$ cat config.mk
export PLATFORM = sky130hd
export DESIGN_NAME = prog_loader
export DESIGN_NICKNAME = d
export VERILOG_FILES = /design/src/rtl/loader_pkg.sv /design/src/rtl/byte_packer.sv /design/src/rtl/prog_loader.sv
export SDC_FILE = /design/constraint.sdc
export NUM_CORES = 1
export LEC_CHECK = 0
export ABC_AREA = 1
export BUFFER_PORTS_ARGS = -buffer_cell sky130_fd_sc_hd__buf_2
export CORE_MARGIN = 2
export CORE_UTILIZATION = 35
export DETAILED_ROUTE_END_ITERATION = 10
export HOLD_SLACK_MARGIN = 0.12
export PLACE_DENSITY = 0.61
export SLEW_MARGIN = 20
export SYNTH_ARGS = -nofsm -noshare
export SYNTH_HDL_FRONTEND = slang
export SYNTH_SLANG_ARGS = --single-unit
export TNS_END_PERCENT = 30
$ cat constraint.sdc
create_clock -name clk -period 1.77 [get_ports clk]
set_clock_uncertainty 0.05 [all_clocks]
set_input_delay 0.0885 -clock clk [delete_from_list [all_inputs] [get_ports clk]]
set_output_delay 0.0885 -clock clk [all_outputs]
set_load 0.005 [all_outputs]
$ cat src/rtl/loader_pkg.sv
// Shared types and constants for the boot-time program loader.
package loader_pkg;

  typedef enum logic [2:0] {
    S_LEN  = 3'd0,
    S_DATA = 3'd1,
    S_SUM  = 3'd2,
    S_DONE = 3'd3,
    S_ERR  = 3'd4
  } state_t;

  localparam int BYTES_PER_WORD = 4;
  localparam logic [1:0] LAST_BYTE = 2'(BYTES_PER_WORD - 1);

endpackage

$ cat src/rtl/byte_packer.sv
// Packs accepted bytes into little-endian 32-bit words; word_valid strobes
// combinationally while the last byte of a group is being accepted.
module byte_packer
  import loader_pkg::*;
(
  input  logic        clk,
  input  logic        rst,
  input  logic        accept,
  input  logic [7:0]  data,
  output logic        word_valid,
  output logic [31:0] word
);

  logic [1:0]  byte_idx_r;
  logic [23:0] shift_r;

  // Incoming byte lands on top, so the first byte of a group ends up in [7:0].
  assign word       = {data, shift_r};
  assign word_valid = accept && (byte_idx_r == LAST_BYTE);

  // Byte counter and shift register advance only on accepted bytes.
  always_ff @(posedge clk) begin
    if (rst) begin
      byte_idx_r <= 2'd0;
      shift_r    <= 24'd0;
    end else if (accept) begin
      byte_idx_r <= byte_idx_r + 2'd1;
      shift_r    <= word[31:8];
    end else begin
      byte_idx_r <= byte_idx_r;
      shift_r    <= shift_r;
    end
  end

endmodule

$ cat src/rtl/prog_loader.sv
// Boot loader: receives count, data words and checksum over a byte stream,
// writes instruction memory and releases the core after a verified load.
module prog_loader
  import loader_pkg::*;
#(
  parameter int          MEM_WORDS = 256,
  parameter logic [31:0] BASE_ADDR = 32'h0000_0000
) (
  input  logic        clk,
  input  logic        rst,
  input  logic        in_valid,
  input  logic [7:0]  in_data,
  output logic        in_ready,
  output logic        mem_we,
  output logic [31:0] mem_addr,
  output logic [31:0] mem_wdata,
  output logic        cpu_rst,
  output logic        load_done,
  output logic        load_error
);

  localparam int IDX_W = $clog2(MEM_WORDS + 1);

  state_t           state_r;
  logic [IDX_W-1:0] word_idx_r;
  logic [IDX_W-1:0] last_idx_r;
  logic [31:0]      sum_r;
  logic             accept;
  logic             word_valid;
  logic [31:0]      word;

  assign in_ready = !rst && (state_r inside {S_LEN, S_DATA, S_SUM});
  assign accept   = in_valid && in_ready;

  byte_packer u_packer (
    .clk        (clk),
    .rst        (rst),
    .accept     (accept),
    .data       (in_data),
    .word_valid (word_valid),
    .word       (word)
  );

  // Load FSM with registered memory-write and status outputs.
  always_ff @(posedge clk) begin
    if (rst) begin
      state_r    <= S_LEN;
      word_idx_r <= '0;
      last_idx_r <= '0;
      sum_r      <= 32'd0;
      mem_we     <= 1'b0;
      mem_addr   <= BASE_ADDR;
      mem_wdata  <= 32'd0;
      cpu_rst    <= 1'b1;
      load_done  <= 1'b0;
      load_error <= 1'b0;
    end else begin
      mem_we <= 1'b0;
      if (word_valid) begin
        case (state_r)
          S_LEN: begin
            if (word > 32'(MEM_WORDS)) begin
              state_r    <= S_ERR;
              load_error <= 1'b1;
            end else if (word == 32'd0) begin
              state_r <= S_SUM;
            end else begin
              state_r    <= S_DATA;
              last_idx_r <= IDX_W'(word - 32'd1);
            end
          end
          S_DATA: begin
            mem_we     <= 1'b1;
            mem_addr   <= BASE_ADDR + {{(30 - IDX_W){1'b0}}, word_idx_r, 2'b00};
            mem_wdata  <= word;
            sum_r      <= sum_r + word;
            word_idx_r <= word_idx_r + IDX_W'(1);
            if (word_idx_r == last_idx_r) begin
              state_r <= S_SUM;
            end else begin
              state_r <= S_DATA;
            end
          end
          S_SUM: begin
            if (word == sum_r) begin
              state_r   <= S_DONE;
              cpu_rst   <= 1'b0;
              load_done <= 1'b1;
            end else begin
              state_r    <= S_ERR;
              load_error <= 1'b1;
            end
          end
          default: state_r <= state_r;
        endcase
      end
    end
  end

endmodule

==> impl_metrics.csv, run 1 <==
group,metric,value,unit
global_route,grt_max_degree,90,
placed_design,io_buffers,56,
yosys,yosys.area.top_type,"dfxtp_1",
global_route,grt.overflow.total,0,
yosys,ys_warn_count,0,
timing,timing.fmax,557.9,MHz
yosys,synth-simple-area-share,31.05,%
yosys,synth_fa_ha_area_share,6.022,%
worst_setup_path,crit_slowest_cell,"fa_2",
worst_hold_path,min_to,"cpu_rst",
floorplanning,fp-row-count,53,
yosys,synth_cells,1195,
yosys,synth_top_cell_area_share,32.64,%
timing,hold_violations,0,
finish,design_area,10500,µm²
timing,report.final.setup_viol,3,
worst_setup_path,path_cells,"buf_6 > fa_2 > nand3_2 > nand3_4 > nand2_4 > nand3_4 > buf_4 > xnor2_2 > a21oi_1",
worst_setup_path,critical_path_class,"flop to flop",
yosys,synth.area.top_cells,"dfxtp_1, nand2_1, inv_1",
pwr,ir_worst_vdd,553.5,µV
yosys,synthDistinctLibCells,37,
yosys,synth_top_family_by_area,"simple AND/OR/NAND/NOR gates",
worst_setup_path,path_max_fanout,4,
yosys,synth_edf_count,0,
placed_design,dp_hpwl,16230,µm
clock_network,cts_buffer_depth,2,
floorplanning,core-area,21150,µm²
timing,rsz0062_at_grt,"yes",
yosys,synth-seq-area-share,32.64,%
worst_setup_path,worst_r2r_path_depth,9,
finish,final_core_util,49.64,%
global_route,grt_pass1_vias,7096,
routing,dr.pass1.iters,5,
routing,drt-initial-drc-count,448,
finish,diodes,0,
clock_network,cts_root_buf,"clkbuf_16",
worst_hold_path,hp-class,"input pin to flop",
pwr,finalPower,7.008,mW
timing,fin_crit_sh,101.3,%
routing,drc,0,
worst_setup_path,required,2.07,ns
placed_design,dp.cells,1590,
finish,syn_to_final_growth,38.09,%
worst_setup_path,start_kind,"flop",
worst_hold_path,hold_path_startpoint,"rst",
yosys,synth_seq_cells,124,
routing,drt_wl_total,22710,µm
worst_setup_path,cp_num_buf_inv,2,
yosys,synth_xor_area_share,3.685,%
clock_network,h-tree-depth,4,
routing,via_per_inst,4.773,
worst_setup_path,r2r-end,"sum_r[8]",
pwr,leakagePower,5.288,nW
clock_network,clk_latency,0.43,ns
floorplanning,die_y,151.4,µm
clock_network,clk_pin_slew_worst_paths,0.06,ns
worst_setup_path,crit_top_cell,"nand3_4",
placed_design,place_ws,-0.1351,ns
timing,fin_tns_setup,-0.06037,ns
timing,period_minus_slack,1.792,ns
timing,hold_slack,0.1090,ns
worst_setup_path,critical-path-max-stage-delay,0.43,ns
yosys,synth_compound_area_share,11.60,%
global_route,antenna_found_initial,0,
timing,fin_ws,-0.02233,ns
clock_network,numCtsBuffers,17,
pwr,power_density,667.3,nW/µm²
yosys,synth_area_per_cell,6.364,µm²
yosys,synthMuxAreaShare,0,%
yosys,syn_area,7605,µm²
timing,drv_slew,0,
floorplanning,io_pins,80,
worst_setup_path,rr_startpoint,"sum_r[1]",
finish,nets,1399,
worst_setup_path,r2r_slack,-0.02,ns
finish,drive_above_1_share,30.33,%
yosys,synthArstFlopShare,0,%
job,cap_violations,0,
global_route,grt_usage,19.57,%
routing,ant_nets,0,
outcome,violations,"negative setup slack",
floorplanning,die_w,151.4,µm
outcome,outcome,"complete, but fails checks",
worst_setup_path,path_delay_family,"adder cells",
global_route,grt_first_pass_wirelength,35030,µm
placed_design,placed_cell_area,8781,µm²
floorplanning,die_area,22920,µm²
routing,vias,7828,
placed_design,place_congestion,0.9226,
floorplanning,start_util,35.95,%
worst_hold_path,min_path_cells,4,
worst_setup_path,cp-end-kind,"flop",
clock_network,tritoncts,"done",
worst_setup_path,arrival,2.09,ns
clock_network,cts.sinks,124,
yosys,synth.most_common_cell,"nand2_1",
finish,final_cells,1640,
yosys,synth.top_cells.by_count,"nand2_1, inv_1, nor2_1, dfxtp_1, nand3_1",
yosys,synth_ff_type,"dfxtp_1",
routing,wire_per_inst,13.85,µm
## routing by layer
metal / part of all wire (%) / vias to the layer above / global-route usage (%)
li1: - / 4013 / -
met1: 44 / 3571 / 23.36
met2: 49 / 196 / 34.41
met3: 3.8 / 48 / 3.946
met4: 3.6 / 0 / 7.570
met5: 0 / - / 0
## worst max-delay path by stage
stage | start | endpoint | cells past startpoint
finish | sum_r[1] | sum_r[8] | 9
global route | u_packer.shift_r[11] | sum_r[16] | 10
CTS | u_packer.shift_r[0] | sum_r[30] | 12
detailed placement | u_packer.shift_r[22] | sum_r[25] | 14
global placement | u_packer.shift_r[22] | sum_r[25] | 14
floorplan | u_packer.shift_r[0] | sum_r[24] | 12
## flip-flops by register name, summed over array words and instances (netlist names)
register             cells
word_idx_r               9
state_r                  3
load_done                1
load_error               1
cpu_rst                  1
u_packer.shift_r        24
mem_we                   1
mem_addr                 9
u_packer.byte_idx_r      2
last_idx_r               9
sum_r                   32
mem_wdata               32
## cell families after synthesis
kind of cell / after synthesis
buf+inv: 262
flops: 124
fa+ha+maj: 36
simple gates: 567
other cells: 1
xor+xnor: 32
compound gates: 173
## worst reg2reg max path, delay by kind of cell, from the launching register on
kind | cells | cell delay (ns)
adder cells (fa/ha/maj) | 1 | 0.43
AND/OR/NAND/NOR | 4 | 0.39
flip-flops | 1 | 0.34
buffers and inverters | 2 | 0.27
XOR/XNOR | 1 | 0.12
AO/OA/AOI/OAI | 1 | 0.12
## report_power, final
part / internal [mW] / total, mW / switching (mW)
sequential: 2.83 / 2.87 / 0.0424
combinational: 0.294 / 0.665 / 0.371
clock: 2.08 / 3.47 / 1.39
total: 5.20 / 7.01 / 1.81
## what timing repair did
action                                  CTS  global route
endpoints found under the setup margin   38            51
hold buffers                              9             0
gates cloned                              1             2
endpoints found under the hold margin    18             0
gates resized for setup                  82           178
setup buffers                             0             6
pin swaps                                 9            43
## layout by cell type, fill, tap and decap left out, drive strengths merged, types with 2 or more instances in the layout
cell type,n
inv,205
clkinv,7
ha,35
nor3,12
buf,163
xor2,25
conb,23
nand3b,3
dfxtp,124
o21bai,3
or2,3
nand4,13
bufinv,2
nand2,282
nor2,156
dlygate4sd3,9
clkinvlp,3
clkbuf,20
o21ai,87
and3,2
xnor2,7
nand3,95
a21oi,81
a21o,2
## layout make-up
type	instances	area (µm²)
clock buffer	19	432.9
clock inverter	13	142.6
fill	2058	10650
inverter	203	774.5
multi-input combinational	832	4965
sequential	124	2547
tap	275	344.1
timing repair buffer	173	1287
timing repair inverter	1	7.507
Note: power is estimated with default switching activity, not from simulation.
==> inputs of run 2 (changes only) <==
--- a/config.mk
+++ b/config.mk
@@ -11,7 +11,7 @@
 export CORE_UTILIZATION = 35
 export DETAILED_ROUTE_END_ITERATION = 10
 export HOLD_SLACK_MARGIN = 0.12
-export PLACE_DENSITY = 0.61
+export PLACE_DENSITY = 0.59
 export SLEW_MARGIN = 20
 export SYNTH_ARGS = -nofsm -noshare
 export SYNTH_HDL_FRONTEND = slang
==> constraint.sdc (replaced) <==
create_clock -name clk -period 2 [get_ports clk]
set_clock_uncertainty 0.05 [all_clocks]
set_input_delay 0.1 -clock clk [delete_from_list [all_inputs] [get_ports clk]]
set_output_delay 0.1 -clock clk [all_outputs]
set_load 0.005 [all_outputs]
==> impl_metrics.csv, run 2 (synthesis results as in run 1) <==
group,metric,value,unit
outcome,outcome,"completed",
placed_design,dp_hpwl,15860,µm
pwr,p_int,4.802,mW
placed_design,placed_cell_area,8275,µm²
finish,nets,1335,
job,cap_violations,0,
pwr,net-switching-power,1.479,mW
finish,final_cells,1575,
pwr,sw_frac_of_total,23.55,%
timing,slew_headroom,43.59,%
timing,fin_crit_sh,94.89,%
global_route,grt_usage,18.99,%
placed_design,io_buffers,56,
clock_network,cts.sinks,124,
floorplanning,die_area,22920,µm²
worst_setup_path,required,2.23,ns
timing,rsz0062_at_grt,"yes",
floorplanning,core-area,21150,µm²
routing,drc,0,
finish,final_common_cell,"nand2_1",
finish,top_regs,"mem_wdata (32), sum_r (32), u_packer.shift_r (24)",
worst_setup_path,critical_path_class,"flop to flop",
clock_network,cts_root_buf,"clkbuf_16",
pwr,p_clk_share,52.6,%
routing,vias,7328,
global_route,grt_max_degree,91,
pwr,seq_power_share,40.3,%
floorplanning,start_util,35.95,%
pwr,p_comb_share,7.2,%
worst_hold_path,hp-class,"input pin to flop",
timing,hold_violations,0,
finish,fillerInstances,2244,
routing,drt-initial-drc-count,425,
finish,design_area,9208,µm²
floorplanning,io_pins,80,
clock_network,numCtsBuffers,17,
placed_design,place_congestion,0.9150,
finish,diodes,0,
routing,dr.pass1.iters,5,
floorplanning,die_y,151.4,µm
routing,drt_wl_total,21270,µm
finish,mostFrequentLayoutCells,"nand2_1, inv_1, nor2_1",
worst_setup_path,path_max_fanout,5,
pwr,ir_worst_vdd,495.2,µV
timing,period_minus_slack,1.898,ns
clock_network,clk_latency,0.42,ns
global_route,grt.overflow.total,0,
worst_setup_path,arrival,2.13,ns
timing,drv_slew,0,
floorplanning,die_w,151.4,µm
placed_design,dp.cells,1532,
finish,syn_to_final_growth,21.08,%
pwr,finalPower,6.281,mW
worst_setup_path,cp-end-kind,"flop",
clock_network,tritoncts,"done",
routing,wire_per_inst,13.51,µm
global_route,grt_first_pass_wirelength,33770,µm
routing,via_per_inst,4.653,
pwr,power_density,682.2,nW/µm²
timing,timing.fmax,526.9,MHz
global_route,grt_pass1_vias,6730,
clock_network,clk_pin_slew_worst_paths,0.05,ns
global_route,antenna_found_initial,0,
floorplanning,fp-row-count,53,
clock_network,cts_buffer_depth,2,
worst_setup_path,start_kind,"flop",
timing,worst_slew_pin_slew,0.8461,ns
timing,report.final.setup_viol,0,
clock_network,h-tree-depth,4,
pwr,leakagePower,4.731,nW
routing,ant_nets,0,
finish,drive_above_1_share,14.46,%
-- run 2: cell count changes in the layout (fill, tap and decap cells not counted), sizes merged --
cell,previous run,this run
buf,163,100
clkinv,7,6
bufinv,2,4
inv,205,202
-- run 2: metrics by stage --
stage	setup TNS (ns)	util [%]	setup WS [ns]	hold slack, ns
detailed placement	-0.005575	39.12	-0.004928	0.3584
finish	0	43.53	0.1022	0.2013
global route	-0.1439	43.53	-0.03024	0.2391
CTS	0	42.52	0.02628	0.2017
floorplan	0	-	0.1570	0.1845
global placement	0	39.12	0.02595	0.3471
-- run 2: worst max-delay path, cell delays in order (launching register included) --
cell	delay, ns
dfxtp_1	0.32
ha_1	0.36
buf_4	0.17
inv_1	0.04
nand3_1	0.08
nor2_1	0.14
nand3_1	0.15
nor2_4	0.19
nor2_1	0.07
nand3_1	0.11
a21oi_1	0.07
-- run 2: per-layer routing --
layer	share of wire (%)	vias to the layer above	track usage (%)	wire (µm)
li1	-	3873	-	-
met1	45	3286	22.95	9602
met2	49	141	33.44	10410
met3	3.3	28	3.675	706
met4	2.6	0	6.822	552
met5	0	-	0	0
-- run 2: final cells by class --
cell class	instances	area, µm²	share of cell area [%]
flip-flops and latches	124	2485	26.99
clock inverters	11	167.7	1.821
clock buffers	20	456.7	4.960
inverters	203	765.7	8.316
repair buffers	109	713.2	7.746
multi-input cells	832	4268	46.35
repair inverters	1	7.507	0.08153
well taps	275	344.1	3.737
-- run 2: power by group through the flow --
stage,clock [mW],combinational [mW],sequential [mW]
finish,3.30,0.450,2.53
global route,3.48,0.500,2.53
CTS,3.36,0.431,2.53
detailed placement,0,0.416,2.58
global placement,0,0.413,2.58
floorplan,0,0.303,2.57
-- run 2: what timing repair did --
| item | 4_1_cts | 5_1_grt |
|---|---|---|
| endpoints found under the hold margin | 17 | 0 |
| cloned | 0 | 2 |
| hold buffers | 9 | 0 |
| endpoints found under the setup margin | 3 | 33 |
| pin swaps | 0 | 2 |
| gates resized for setup | 2 | 48 |
| setup buffers | 0 | 1 |
-- run 2: worst paths after layout --
kind	from	to	slack (ns)	cells past startpoint
hold / removal	rst	load_done	0.20	6
setup / recovery	u_packer.shift_r[2]	state_r[2]	0.10	10
setup reg to reg	u_packer.shift_r[2]	state_r[2]	0.10	10
hold reg to reg	cpu_rst	cpu_rst	0.40	2
